[config.mk]
export PLATFORM = sky130hd
export DESIGN_NAME = gbox_tx66
export DESIGN_NICKNAME = d
export VERILOG_FILES = /design/src/rtl/gbox_tx66.sv
export SDC_FILE = /design/constraint.sdc
export NUM_CORES = 1
export LEC_CHECK = 0
export ABC_AREA = 1
export ABC_CLOCK_PERIOD_IN_PS = 2200
export BUFFER_PORTS_ARGS = -buffer_cell sky130_fd_sc_hd__clkbuf_2
export CORE_UTILIZATION = 35
export CTS_BUF_LIST = sky130_fd_sc_hd__clkbuf_4 sky130_fd_sc_hd__clkbuf_8
export DETAILED_ROUTE_END_ITERATION = 8
export PLACE_DENSITY = 0.61
export REMOVE_ABC_BUFFERS = 1
export SLEW_MARGIN = 20
export SYNTH_ARGS = -nofsm -noshare
export SYNTH_HDL_FRONTEND = slang
export SYNTH_SLANG_ARGS = --single-unit
[constraint.sdc]
create_clock -name clk_i -period 2.2 [get_ports clk_i]
set_input_delay 0.44 -clock clk_i [delete_from_list [all_inputs] [get_ports clk_i]]
set_output_delay 0.44 -clock clk_i [all_outputs]
set_load 0.02 [all_outputs]
[src/rtl/gbox_tx66.sv]
// gbox_tx66: 66b block -> 32b word transmit gearbox, inserts IDLE command blocks on underrun.
// Latency: word_en_i -> word_o/word_valid_o exactly 1 cycle; bits leave in arrival order, MSB first.
// Backpressure: blk_ready_o is registered, high while fewer than 64 bits will remain buffered.
// Optional: `define TX_BITSLIP_EN adds slip_i (one 0 bit inserted per pulse) and grows the buffer to 130b.
module gbox_tx66 #(
   parameter logic [1:0]  IDLE_HEADER  = 2'b10,
   parameter logic [63:0] IDLE_PAYLOAD = 64'h7800_0000_0000_0000
) (
   input  logic        clk_i,
   input  logic        rst_ni,
   input  logic [1:0]  blk_hdr_i,
   input  logic [63:0] blk_data_i,
   input  logic        blk_valid_i,
   output logic        blk_ready_o,
   input  logic        word_en_i,
`ifdef TX_BITSLIP_EN
   input  logic        slip_i,
`endif
   output logic [31:0] word_o,
   output logic        word_valid_o,
   output logic        fill_o,
   output logic        hdr_err_o
);

`ifdef TX_BITSLIP_EN
   localparam int BUF_W = 130;
`else
   localparam int BUF_W = 129;
`endif
   localparam logic [7:0] BUF_W_C = 8'(BUF_W);

   // Left-aligned shift buffer: oldest bit at r_buf[BUF_W-1], bits below r_cnt are always 0.
   logic [BUF_W-1:0] r_buf;
   logic [7:0]       r_cnt;
   logic             r_blk_ready;
   logic [31:0]      r_word;
   logic             r_word_valid;
   logic             r_fill;
   logic             r_hdr_err;

   logic             w_accept;
   logic             w_fill;
   logic             w_append;
   logic             w_slip;
   logic             w_hdr_bad;
   logic [65:0]      w_blk;
   logic [8:0]       w_ofs;
   logic [8:0]       w_sum;
   logic [7:0]       w_cnt_next;
   logic [BUF_W-1:0] w_app;
   logic [BUF_W-1:0] w_merged;
   logic [BUF_W-1:0] w_buf_next;

   // Merge appended bits behind the valid ones, then strip the emitted word off the top.
   always_comb begin
`ifdef TX_BITSLIP_EN
      // A slip bit is simply an extra 0 at the tail; the buffer below r_cnt is already 0.
      w_slip = slip_i && (r_cnt < BUF_W_C);
`else
      w_slip = 1'b0;
`endif
      w_accept  = blk_valid_i && r_blk_ready;
      // Filler only when the serializer would otherwise be short of a full word.
      w_fill    = word_en_i && (r_cnt < 8'd32) && !w_accept;
      w_append  = w_accept || w_fill;
      w_hdr_bad = w_accept && ((blk_hdr_i == 2'b00) || (blk_hdr_i == 2'b11));
      w_blk     = w_accept ? {blk_hdr_i, blk_data_i} : {IDLE_HEADER, IDLE_PAYLOAD};
      w_ofs     = {1'b0, r_cnt} + {8'd0, w_slip};
      w_app     = '0;
      if (w_append) begin
         w_app = {w_blk, {(BUF_W-66){1'b0}}} >> w_ofs;
      end
      w_merged   = r_buf | w_app;
      w_buf_next = word_en_i ? (w_merged << 32) : w_merged;
      w_sum      = {1'b0, r_cnt}
                 + (w_append ? 9'd66 : 9'd0)
                 + {8'd0, w_slip}
                 - (word_en_i ? 9'd32 : 9'd0);
      w_cnt_next = w_sum[7:0];
   end

   // Buffer, fill level and registered ready track the post-cycle occupancy.
   always_ff @(posedge clk_i or negedge rst_ni) begin
      if (!rst_ni) begin
         r_buf       <= '0;
         r_cnt       <= 8'd0;
         r_blk_ready <= 1'b0;
      end else begin
         r_buf       <= w_buf_next;
         r_cnt       <= w_cnt_next;
         r_blk_ready <= (w_cnt_next < 8'd64);
      end
   end

   // Output word register holds its value when no word is requested; status pulses last one cycle.
   always_ff @(posedge clk_i or negedge rst_ni) begin
      if (!rst_ni) begin
         r_word       <= 32'd0;
         r_word_valid <= 1'b0;
         r_fill       <= 1'b0;
         r_hdr_err    <= 1'b0;
      end else begin
         if (word_en_i) begin
            r_word <= w_merged[BUF_W-1 -: 32];
         end
         r_word_valid <= word_en_i;
         r_fill       <= w_fill;
         r_hdr_err    <= w_hdr_bad;
      end
   end

   assign blk_ready_o  = r_blk_ready;
   assign word_o       = r_word;
   assign word_valid_o = r_word_valid;
   assign fill_o       = r_fill;
   assign hdr_err_o    = r_hdr_err;

endmodule

Yosys cells after proc, flatten, opt, wreduce, memory -nomap -nowiden
Cells that the tools add are included.

Register bits: 173. Input port bits: 70. Output and inout bits: 36. Logic and storage cells: 27.

Add/subtract/negate cells: 2. $lt $le $gt $ge: 2. Equality and inequality tests: 1. Shift operators: 1. Muxes and demuxes: 5. Bitwise operators: 1. Reductions and logical operators: 8.

Operator list (count): two-way mux 129 bit (2); OR 129 bit (1); >> shifter 129 x 8 -> 129 bit (1); two-way mux 66 bit (1); adder 8 x 7 -> 8 bit (1); < comparator 8 x 6 -> 1 bit, second input constant (1); < comparator 8 x 7 -> 1 bit, second input constant (1); subtractor 8 x 6 -> 8 bit (1); two-way mux 7 bit (1); two-way mux 6 bit (1); logical AND 1 bit (4); == test 2 bit, second input constant (1); zero test 2 bit (1); logical OR 1 bit (2); zero test 1 bit (1).

Longest topological paths before layout
Gate-level depths: netlist (run 1).

Word-level depth: 8. Gate-level depth with buffers: 15. Mapped depth without buffers: 14.

Least setup slack after synthesis (run 1)
No wires, ideal clock.

Path type: flip-flop to flip-flop. Start point: register r_cnt[5]. End point: register r_blk_ready, in the netlist blk_ready_o. Library setup time: 122 ps. Arrival: 2314 ps. Required time: 2078 ps. Setup slack: -237 ps. Stages on the path, launching flop included: 14. Buffers on the path: 1. Clock period less this slack: 2437 ps. Path through: dfrtp_1 buf_4 inv_4 nand3_4 nand2_2 inv_1 ha_1 inv_1 fa_1 a31oi_1 o21ai_0 a21oi_1 xor2_1 nor2_1.

Longest elaborated chain between the ends: 8.

Ends and longest elaborated chain: from (decl) (RTL line 34) `logic [7:0] r_cnt;`; from (signal assigned) (RTL line 90) `r_cnt <= w_cnt_next;`; < comparator 8 x 6 -> 1 bit (RTL line 64) `w_fill = word_en_i && (r_cnt < 8'd32) && !w_accept;`; logical AND 1 bit (2 in a row) (RTL line 64); logical OR 1 bit (RTL line 65) `w_append = w_accept || w_fill;`; two-way mux 7 bit (RTL line 76) `+ (w_append ? 9'd66 : 9'd0)`; adder 8 x 7 -> 8 bit (RTL line 76); subtractor 8 x 6 -> 8 bit (RTL line 78) `- (word_en_i ? 9'd32 : 9'd0);`; via w_sum[1] (RTL line 48) `logic [8:0] w_sum;`; < comparator 8 x 7 -> 1 bit (RTL line 91) `r_blk_ready <= (w_cnt_next < 8'd64);`; to (signal assigned) (RTL line 91); to (decl) (RTL line 35) `logic r_blk_ready;`.

The timed path passes the listed nets, and every way through them passes these cells. A chain may end at the register's enable or synchronous reset.

Final worst setup path (run 1)
Start point: register r_cnt[7]. End point: register r_blk_ready, in the netlist blk_ready_o.

The elaborated chain is that of the path after synthesis.

==> results of run 1 <==
cell type report:
type                       instances  area, um^2
fill                            3993       21480
timing repair buffer             188        1524
multi-input combinational       1646        7812
clock buffer                      21       276.5
clock inverter                    10       162.7
inverter                         140       540.5
tap                              468       585.6
sequential                       172        4313
power breakdown:
part           internal, uW  total, uW  switching, uW
clock network          1320       2540           1220
registers              4250       4670            418
logic                  5370      16100          10700
routing by layer:
metal  wire (um)  share of wire (%)  up-vias  track usage (%)
li1            -                  -     7108                -
met1       21410                 45     6877            33.90
met2       21230                 45      646            38.78
met3        3690                7.8       72            4.629
met4        1090                2.3        0            6.941
met5           0                  0        -                0
worst reg2reg max path, delay by kind of cell (launching register included):
| family | cells | cell delay (ps) |
|---|---|---|
| adders and majority gates | 2 | 620 |
| DFF | 1 | 430 |
| and+or+nand+nor | 4 | 390 |
| AOI/OAI and AO/OA | 3 | 390 |
| xor gates and xnor gates | 1 | 190 |
| buffers and inverters | 2 | 80 |
synthesized netlist by cell type, types with 5 or more instances:
cell type	instances	share of area (%)
nand2_1	759	22
nand3_1	613	23
dfrtp_1	172	33
inv_1	130	3.7
nand4_1	61	2.9
clkbuf_1	51	1.5
buf_1	50	1.4
a21oi_1	46	1.8
nor2_1	46	1.3
buf_2	40	1.5
o21ai_0	31	1.2
o21bai_1	19	1.1
o21ai_1	14	0.53
a31oi_1	12	0.57
buf_4	10	0.57
o21bai_2	10	0.86
ha_1	8	0.76
inv_2	7	0.20
a21o_1	5	0.29
xor2_1	5	0.33
registers in the layout (all words and copies together), names as in the netlist:
signal,count
word_o,32
r_cnt,7
r_buf,129
word_valid_o,1
fill_o,1
hdr_err_o,1
blk_ready_o,1
worst max-delay path by stage:
stage                     start           to  slack, ps  cells after the start
global route           r_cnt[7]  blk_ready_o       -100                     12
detailed placement  blk_valid_i  blk_ready_o       -250                     12
CTS                    r_cnt[6]  blk_ready_o         -8                     12
global placement    blk_valid_i  blk_ready_o       -180                     12
finish                 r_cnt[7]  blk_ready_o         10                     12
floorplan              r_cnt[4]  blk_ready_o      -2420                      9
timing repair:
item                       4_1_cts  5_1_grt
resized for setup               10       55
pin swaps                        5        2
hold endpoints to repair        38        0
setup endpoints to repair       17      132
setup buffers                    3        5
cloned                           0        3
hold buffers                     1        0
cell families (layout without fill, tap and decap cells):
group,after synthesis,after routing
simple gates,1493,1493
buf+inv,292,359
flops,172,172
compound gates,138,138
fa+ha+maj,9,9
xor+xnor,6,6
metrics by stage:
step / power (uW) / setup TNS [ps]
6_report: 23280 / 0
5_1_grt: 25300 / -194.6
4_1_cts: 22600 / -7.629
3_5_place_dp: 19770 / -15840
3_3_place_gp: 19610 / -11150
2_1_floorplan: 14720 / -283660
==> run_results.csv, run 1 <==
group,metric,value,unit
run_status,status,"complete, no violations",
cells_and_area,fin_area,15210,um^2
clock_network,cts_made_buffers,17,
synthesis,synth-compound-area-share,6.337,%
sta,tightest_slew,733.3,ps
worst_setup_path,r2r.worst_path.cells,12,
sta,finalCritPeriodShare,99.56,%
placement,place_area,14380,um^2
clock_network,root_buffer,"clkbuf_8",
sta,slew-limit-headroom,51.11,%
global_route,grt_pass1_vias,13770,
die,die_w,195.5,um
global_route,grt_max_degree,173,
synthesis,synth_xor_area_share,0.4008,%
clock_network,clk_latency,480,ps
sta,fin_ws,9.759,ps
worst_setup_path,cp.required,2570,ps
synthesis,synth_fa_ha_area_share,0.9162,%
drt,postRouteAntennaNets,0,
flow_run,maxCapViolations,0,
clock_network,cts.sinks,172,
worst_setup_path,critical_path.top_delay_family,"adder cells",
worst_setup_path,end_kind,"flip-flop",
synthesis,async_flop_share,100.0,%
worst_hold_path,min_path_cells,2,
worst_hold_path,hold_path_class,"in2reg",
sta,hold_violations,0,
placement,dp_cells,2602,
drt,first_iter_violations,1560,
clock_network,cts.clk_slew.worst_paths,100,ps
placement,finalWeightedCongestion,0.9516,
sta,final.setup_skew,11.23,ps
clock_network,tritoncts,"built",
cells_and_area,drive_above_1_share,13.83,%
synthesis,syn_area,13110,um^2
die,num_io_pins,106,
synthesis,synthCells,2110,
cells_and_area,fin_nets,2244,
global_route,gr-usage-all-layers,24.51,%
synthesis,synth_edf_count,0,
power,p_leak,0.008073,uW
placement,preCtsSetupSlack,-250.2,ps
synthesis,syn_avg_cell_area,6.213,um^2
cells_and_area,layout_commonest_cell,"nand2_1",
worst_setup_path,cp_max_fo,2,
synthesis,synth.area.mux_share,0,%
global_route,grt_overflow,0,
sta,hold_ws,262.5,ps
placement,port_buffers,105,
cells_and_area,layout.cells.non_filler,2645,
worst_setup_path,max_stage_delay,430,ps
worst_setup_path,path_buf_inv,2,
worst_setup_path,r2r-start,"r_cnt[7]",
synthesis,yosys.area_share.simple,50.37,%
cells_and_area,n_antenna_cell,0,
sta,setup_viol,0,
synthesis,synth-main-ff-cell,"dfrtp_1",
worst_setup_path,cp_slowest_cell,"dfrtp_1",
die,fp.dieH,195.5,um
synthesis,synth_warnings,0,
global_route,antenna_found_initial,0,
cells_and_area,areaGrowthSynthToFinish,16.05,%
worst_setup_path,crit_path_cell_trace,"nor2_4 > nand3_4 > nand2_4 > inv_4 > ha_4 > inv_2 > fa_2 > a31oi_4 > o21ai_1 > a21oi_1 > xor2_1 > nor2_1",
die,coreArea,36700,um^2
power,p_per_area,1530,nW/um^2
placement,dp_hpwl,31330,um
worst_setup_path,cp.arrival,2560,ps
cells_and_area,utilization,41.46,%
synthesis,synthDistinctLibCells,34,
sta,clock.fmax,0.4566,GHz
worst_hold_path,hold-path-endpoint,"hdr_err_o",
drt,drt_wl_total,47430,um
drt,num_vias,14700,
drt,drc,0,
sta,slew_viol_final,0,
worst_hold_path,worstHoldStart,"blk_hdr_i[1]",
die,num_rows,70,
synthesis,ys_ff_latch,172,
drt,routedWlPerCell,17.93,um
sta,period_needed,2190,ps
die,start_util,35.72,%
drt,viasPerCell,5.559,
worst_setup_path,worstSetupPathType,"reg2reg",
power,vdd_ir_drop_max,0.0007468,V
die,design.die.area,38240,um^2
global_route,grt_pass1_wl,74110,um
worst_setup_path,r2r_end,"blk_ready_o",
synthesis,ys_seq_area_share,32.83,%
drt,dr.pass1.iters,6,
sta,rsz0062_at_grt,"yes",
worst_setup_path,critPathLaunchType,"flip-flop",
worst_setup_path,rrSetupSlack,10,ps
synthesis,synth_top_family_by_area,"simple AND/OR/NAND/NOR gates",
clock_network,cts_max_level,4,
cells_and_area,final_cell_mix,"nand2_1 (756), nand3_1 (586), dfrtp_1 (165), inv_1 (126), clkbuf_2 (103)",
clock_network,clock_path_buffers,2,
No activity file was read; power rests on OpenSTA's default activity.
==> inputs of run 2 (changes only) <==
--- a/config.mk
+++ b/config.mk
@@ -8,6 +8,7 @@
 export ABC_AREA = 1
 export ABC_CLOCK_PERIOD_IN_PS = 2200
 export BUFFER_PORTS_ARGS = -buffer_cell sky130_fd_sc_hd__clkbuf_2
+export CORE_ASPECT_RATIO = 0.8
 export CORE_UTILIZATION = 35
 export CTS_BUF_LIST = sky130_fd_sc_hd__clkbuf_4 sky130_fd_sc_hd__clkbuf_8
 export DETAILED_ROUTE_END_ITERATION = 8
==> run_results.csv, run 2 (synthesis results as in run 1) <==
group,metric,value,unit
sta,hold_ws,262.6,ps
run_status,status,"complete, but fails checks",
worst_setup_path,critPathLaunchType,"flip-flop",
sta,rsz0062_at_grt,"yes",
global_route,busiest_layer,"met2",
worst_hold_path,worstHoldStart,"blk_hdr_i[1]",
cells_and_area,drive_above_1_share,14.15,%
cells_and_area,layout.cells.non_filler,2671,
global_route,met1_usage,35.38,%
power,pwr-share-comb,70.1,%
sta,final.setup_skew,15.02,ps
power,p_per_area,1501,nW/um^2
power,power_switching,12380,uW
drt,routedWlPerCell,17.57,um
sta,period_needed,2238,ps
power,p_leak,0.008096,uW
cells_and_area,num-fill-cells,4027,
cells_and_area,fin_area,15220,um^2
run_status,violations,"negative setup slack",
cells_and_area,regMostFlops,"r_buf",
die,fp.dieH,175.1,um
die,die_w,218.4,um
worst_setup_path,rrSetupSlack,-40,ps
die,num_rows,63,
clock_network,clock_path_buffers,2,
global_route,gr-usage-all-layers,24.47,%
drt,drt_wl_total,46920,um
global_route,grt_pass1_vias,13570,
drt,dr.pass1.iters,5,
sta,setup_viol,1,
drt,postRouteAntennaNets,0,
placement,dp_hpwl,31680,um
cells_and_area,layout_commonest_cell,"nand2_1",
placement,finalWeightedCongestion,0.9455,
worst_setup_path,worstSetupPathType,"reg2reg",
die,design.die.area,38240,um^2
sta,slew_viol_final,0,
drt,viasPerCell,5.480,
cells_and_area,areaGrowthSynthToFinish,16.13,%
cells_and_area,n_antenna_cell,0,
worst_setup_path,end_kind,"flip-flop",
drt,num_vias,14640,
global_route,grt_max_degree,173,
clock_network,cts_max_level,4,
power,pwr-share-clk,9.5,%
worst_setup_path,r2r.worst_path.cells,12,
worst_setup_path,cp_max_fo,2,
clock_network,cts.sinks,172,
global_route,met2_usage,37.01,%
sta,fin_ws,-38.30,ps
sta,finalCritPeriodShare,101.7,%
clock_network,clk_latency,500,ps
global_route,grt_use_met3,5.152,%
drt,first_iter_violations,1502,
die,coreArea,36970,um^2
cells_and_area,fin_nets,2250,
global_route,grt_overflow,0,
sta,clock.fmax,0.4468,GHz
sta,tightest_slew,794.6,ps
placement,dp_cells,2627,
cells_and_area,largest_reg_flops,129,
power,p_int,10470,uW
flow_run,maxCapViolations,0,
worst_setup_path,cp.required,2580,ps
sta,hold_violations,0,
power,p_seq_share,20.4,%
worst_hold_path,hold-path-endpoint,"hdr_err_o",
drt,drc,0,
placement,port_buffers,105,
worst_setup_path,r2r_end,"blk_ready_o",
placement,place_area,14480,um^2
clock_network,cts.clk_slew.worst_paths,100,ps
cells_and_area,final_cell_mix,"nand2_1 (757), nand3_1 (591), dfrtp_1 (165), inv_1 (126), clkbuf_2 (103)",
clock_network,root_buffer,"clkbuf_8",
worst_hold_path,hold_path_class,"in2reg",
die,num_io_pins,106,
cells_and_area,utilization,41.18,%
worst_setup_path,r2r-start,"r_cnt[6]",
clock_network,cts_made_buffers,17,
sta,slew-limit-headroom,47.03,%
die,start_util,35.46,%
global_route,antenna_found_initial,0,
global_route,grt_pass1_wl,73880,um
clock_network,tritoncts,"built",
worst_setup_path,cp.arrival,2620,ps
worst_hold_path,min_path_cells,2,
power,vdd_ir_drop_max,0.0008828,V
power,sw_frac_of_total,54.18,%
run 2: cell types whose count changed in the layout (fill, tap and decap cells not counted), moves of 3 or more:
cell       before  now
nand3_2        28   23
clkinv_4        0    5
o21ai_1        19   16
buf_4          52   56
nand3_1       586  591
nor2_2          9   12
buf_12         23   27
bufinv_16       4    0
nor2_1         37   34
run 2: how the worst max path moves through the flow:
| stage | start | end | slack (ps) | depth (start not counted) |
|---|---|---|---|---|
| global placement | blk_valid_i | blk_ready_o | -210 | 12 |
| CTS | r_cnt[6] | blk_ready_o | -50 | 12 |
| floorplan | r_cnt[4] | blk_ready_o | -2420 | 9 |
| global route | r_cnt[6] | blk_ready_o | -130 | 12 |
| detailed placement | r_cnt[7] | blk_ready_o | -260 | 12 |
| finish | r_cnt[6] | blk_ready_o | -40 | 12 |
run 2: area by class of cell:
cell class	count	area (um^2)	share of cell area, %
clock buffer	18	247.7	1.627
clock inverter	14	110.1	0.7232
inverter	140	543.0	3.567
multi-input combinational	1646	7802	51.25
sequential	172	4313	28.33
tap	487	609.3	4.002
timing repair buffer	194	1599	10.50
run 2: worst max-delay path: stages, from the launching register on:
cell and delay [ps]:
dfrtp_2 430, nor2_4 140, nand3_4 90, nand2_2 90, inv_2 60, ha_4 270
inv_4 30, fa_2 360, a31oi_4 180, o21ai_2 70, a21oi_2 120, xor2_1 200
nor2_1 70
run 2: per-stage QoR:
| stage | TNS, ps | worst slack [ps] | total power, uW |
|---|---|---|---|
| floorplan | -283660 | -2422 | 14720 |
| global placement | -10960 | -206.7 | 19690 |
| detailed placement | -14150 | -264.4 | 19820 |
| CTS | -45.46 | -45.46 | 22250 |
| global route | -887.1 | -132.2 | 24880 |
| finish | -38.30 | -38.30 | 22850 |
run 2: routing by layer:
layer	vias to the layer above	share of wire [%]	wire length, um
met3	41	7.4	3456
met2	516	44	20770
met5	-	0	0
li1	7119	-	-
met4	0	1.4	634
met1	6962	47	22060
run 2: power by group through the flow:
| stage | Sequential [uW] | Combinational [uW] | Clock (uW) |
|---|---|---|---|
| floorplan | 5730 | 8980 | 0 |
| global placement | 4680 | 15000 | 0 |
| detailed placement | 4720 | 15100 | 0 |
| CTS | 4660 | 15300 | 2280 |
| global route | 4790 | 17700 | 2370 |
| finish | 4650 | 16000 | 2170 |
run 2: repair_timing:
action / 4_1_cts / 5_1_grt
buffers inserted: 3 / 6
cloned: 0 / 2
pin swaps: 5 / 3
gates resized for setup: 9 / 58
endpoints found under the setup margin: 11 / 128
hold endpoints to repair: 33 / 0
hold buffers: 1 / 0
==> inputs of run 3 (changes only) <==
--- a/config.mk
+++ b/config.mk
@@ -6,13 +6,13 @@
 export NUM_CORES = 1
 export LEC_CHECK = 0
 export ABC_AREA = 1
-export ABC_CLOCK_PERIOD_IN_PS = 2200
+export ABC_CLOCK_PERIOD_IN_PS = 2400
 export BUFFER_PORTS_ARGS = -buffer_cell sky130_fd_sc_hd__clkbuf_2
 export CORE_ASPECT_RATIO = 0.8
 export CORE_UTILIZATION = 35
 export CTS_BUF_LIST = sky130_fd_sc_hd__clkbuf_4 sky130_fd_sc_hd__clkbuf_8
 export DETAILED_ROUTE_END_ITERATION = 8
-export PLACE_DENSITY = 0.61
+export PLACE_DENSITY = 0.59
 export REMOVE_ABC_BUFFERS = 1
 export SLEW_MARGIN = 20
 export SYNTH_ARGS = -nofsm -noshare
==> constraint.sdc (replaced) <==
create_clock -name clk_i -period 2.4 [get_ports clk_i]
set_input_delay 0.48 -clock clk_i [delete_from_list [all_inputs] [get_ports clk_i]]
set_output_delay 0.48 -clock clk_i [all_outputs]
set_load 0.02 [all_outputs]
==> run_results.csv, run 3 (synthesis results as in run 1) <==
group,metric,value,unit
run_status,status,"complete, no violations",
die,design.die.area,38240,um^2
worst_setup_path,end_kind,"flip-flop",
worst_setup_path,rrSetupSlack,110,ps
worst_setup_path,r2r-start,"r_cnt[6]",
sta,setup_viol,0,
drt,num_vias,14460,
global_route,grt_pass1_wl,72600,um
worst_setup_path,worstSetupPathType,"reg2reg",
worst_setup_path,r2r.worst_path.cells,12,
die,die_w,218.4,um
clock_network,cts.sinks,172,
global_route,grt_pass1_vias,13520,
worst_setup_path,cp.arrival,2670,ps
sta,slew-limit-headroom,48.46,%
sta,slew_viol_final,0,
die,coreArea,36970,um^2
sta,hold_violations,0,
worst_setup_path,cp_max_fo,2,
global_route,antenna_found_initial,0,
worst_setup_path,critPathLaunchType,"flip-flop",
global_route,grt_max_degree,173,
placement,dp_cells,2626,
drt,drc,0,
global_route,grt_use_met3,3.638,%
worst_setup_path,cp.required,2780,ps
sta,clock.fmax,0.4366,GHz
power,vdd_ir_drop_max,0.0007453,V
cells_and_area,layout.cells.non_filler,2659,
cells_and_area,areaGrowthSynthToFinish,13.27,%
clock_network,cts_made_buffers,17,
global_route,met2_usage,36.39,%
sta,period_needed,2291,ps
cells_and_area,regMostFlops,"r_buf",
sta,fin_ws,109.3,ps
sta,final.setup_skew,15.35,ps
global_route,gr-usage-all-layers,23.84,%
die,fp.dieH,175.1,um
worst_setup_path,critPathLaunch,"r_cnt[6]",
placement,finalWeightedCongestion,0.9482,
placement,dp_hpwl,31810,um
worst_setup_path,crit_end,"blk_ready_o",
global_route,grt_overflow,0,
placement,preCtsSetupSlack,-79.78,ps
placement,place_area,14350,um^2
placement,port_buffers,105,
die,num_io_pins,106,
global_route,met1_usage,35.10,%
die,num_rows,63,
clock_network,cts_max_level,4,
clock_network,root_buffer,"clkbuf_8",
drt,routedWlPerCell,17.00,um
clock_network,cts.clk_slew.worst_paths,90,ps
drt,dr.pass1.iters,5,
worst_hold_path,hold_path_class,"in2reg",
clock_network,clk_latency,510,ps
power,p_per_area,1379,nW/um^2
sta,finalCritPeriodShare,95.44,%
power,p_leak,0.007931,uW
die,start_util,35.46,%
sta,rsz0062_at_grt,"yes",
cells_and_area,fin_nets,2239,
cells_and_area,final_cell_mix,"nand2_1 (759), nand3_1 (613), dfrtp_1 (165), inv_1 (128), clkbuf_2 (103)",
cells_and_area,fin_area,14850,um^2
cells_and_area,largest_reg_flops,129,
cells_and_area,drive_above_1_share,11.74,%
sta,tightest_slew,773.2,ps
flow_run,maxCapViolations,0,
cells_and_area,layout_commonest_cell,"nand2_1",
worst_hold_path,worstHoldStart,"blk_hdr_i[1]",
cells_and_area,n_antenna_cell,0,
clock_network,tritoncts,"built",
drt,first_iter_violations,1593,
clock_network,clock_path_buffers,2,
drt,postRouteAntennaNets,0,
worst_setup_path,r2r_end,"blk_ready_o",
drt,drt_wl_total,45210,um
drt,viasPerCell,5.439,
global_route,busiest_layer,"met2",
==> run 3: cell count changes in the layout (fill, tap and decap cells not counted), moves of 4 or more <==
cell,change
nor2_1,+12
nor2_2,-12
buf_4,+5
nand3_2,-22
bufinv_16,+4
clkinv_4,-4
buf_12,-13
nand3_1,+22
==> run 3: cell type report <==
| class | instances | area [um^2] |
|---|---|---|
| fill | 4022 | 22120 |
| tap | 487 | 609.3 |
| timing repair buffer | 183 | 1314 |
| clock inverter | 10 | 165.2 |
| clock buffer | 21 | 270.3 |
| multi-input combinational | 1646 | 7642 |
| inverter | 140 | 535.5 |
| sequential | 172 | 4313 |
==> run 3: worst max-delay path, cell delays in order, from the launching register on <==
cell,delay (ps)
dfrtp_2,430
nor2_4,140
nand3_4,80
nand2_2,70
inv_1,70
ha_4,260
inv_1,50
fa_2,370
a31oi_4,200
o21ai_1,70
a21oi_1,170
xor2_1,210
nor2_1,60
==> run 3: power breakdown <==
part	internal [uW]	leakage, uW	switching (uW)
sequential	3900	0.00228	382
clock	1190	0.000213	1160
combinational	4470	0.00544	9370
total	9560	0.00793	10900
==> run 3: what timing repair did <==
action	in CTS	in global routing
buffers inserted	0	1
resized for setup	1	8
hold buffers	1	0
pin swaps	0	4
hold endpoints to repair	50	0
setup endpoints to repair	1	23
==> run 3: per-stage QoR <==
| step | setup TNS (ps) | util, % | hold slack (ps) | total power, uW |
|---|---|---|---|---|
| finish | 0 | 40.17 | 328.5 | 20480 |
| global route | -14.54 | 40.17 | 310.3 | 22330 |
| CTS | 0 | 40.04 | 321.5 | 20280 |
| detailed placement | -425.9 | 38.82 | 464.2 | 17860 |
| global placement | -127.5 | 38.82 | 463.5 | 17740 |
| floorplan | -249460 | - | 184.4 | 13490 |
==> run 3: how the worst min path moves through the flow <==
stage / endpoint / slack [ps] / depth (start not counted)
2_1_floorplan: blk_ready_o / 180 / 0
3_3_place_gp: word_o[4] / 460 / 2
3_5_place_dp: word_o[1] / 460 / 2
4_1_cts: hdr_err_o / 320 / 2
5_1_grt: hdr_err_o / 310 / 2
6_report: hdr_err_o / 330 / 2
==> run 3: layer usage <==
| layer | vias up | wire length [um] |
|---|---|---|
| met1 | 6824 | 21670 |
| met5 | - | 0 |
| met4 | 0 | 578 |
| li1 | 7096 | - |
| met2 | 499 | 19950 |
| met3 | 42 | 3008 |
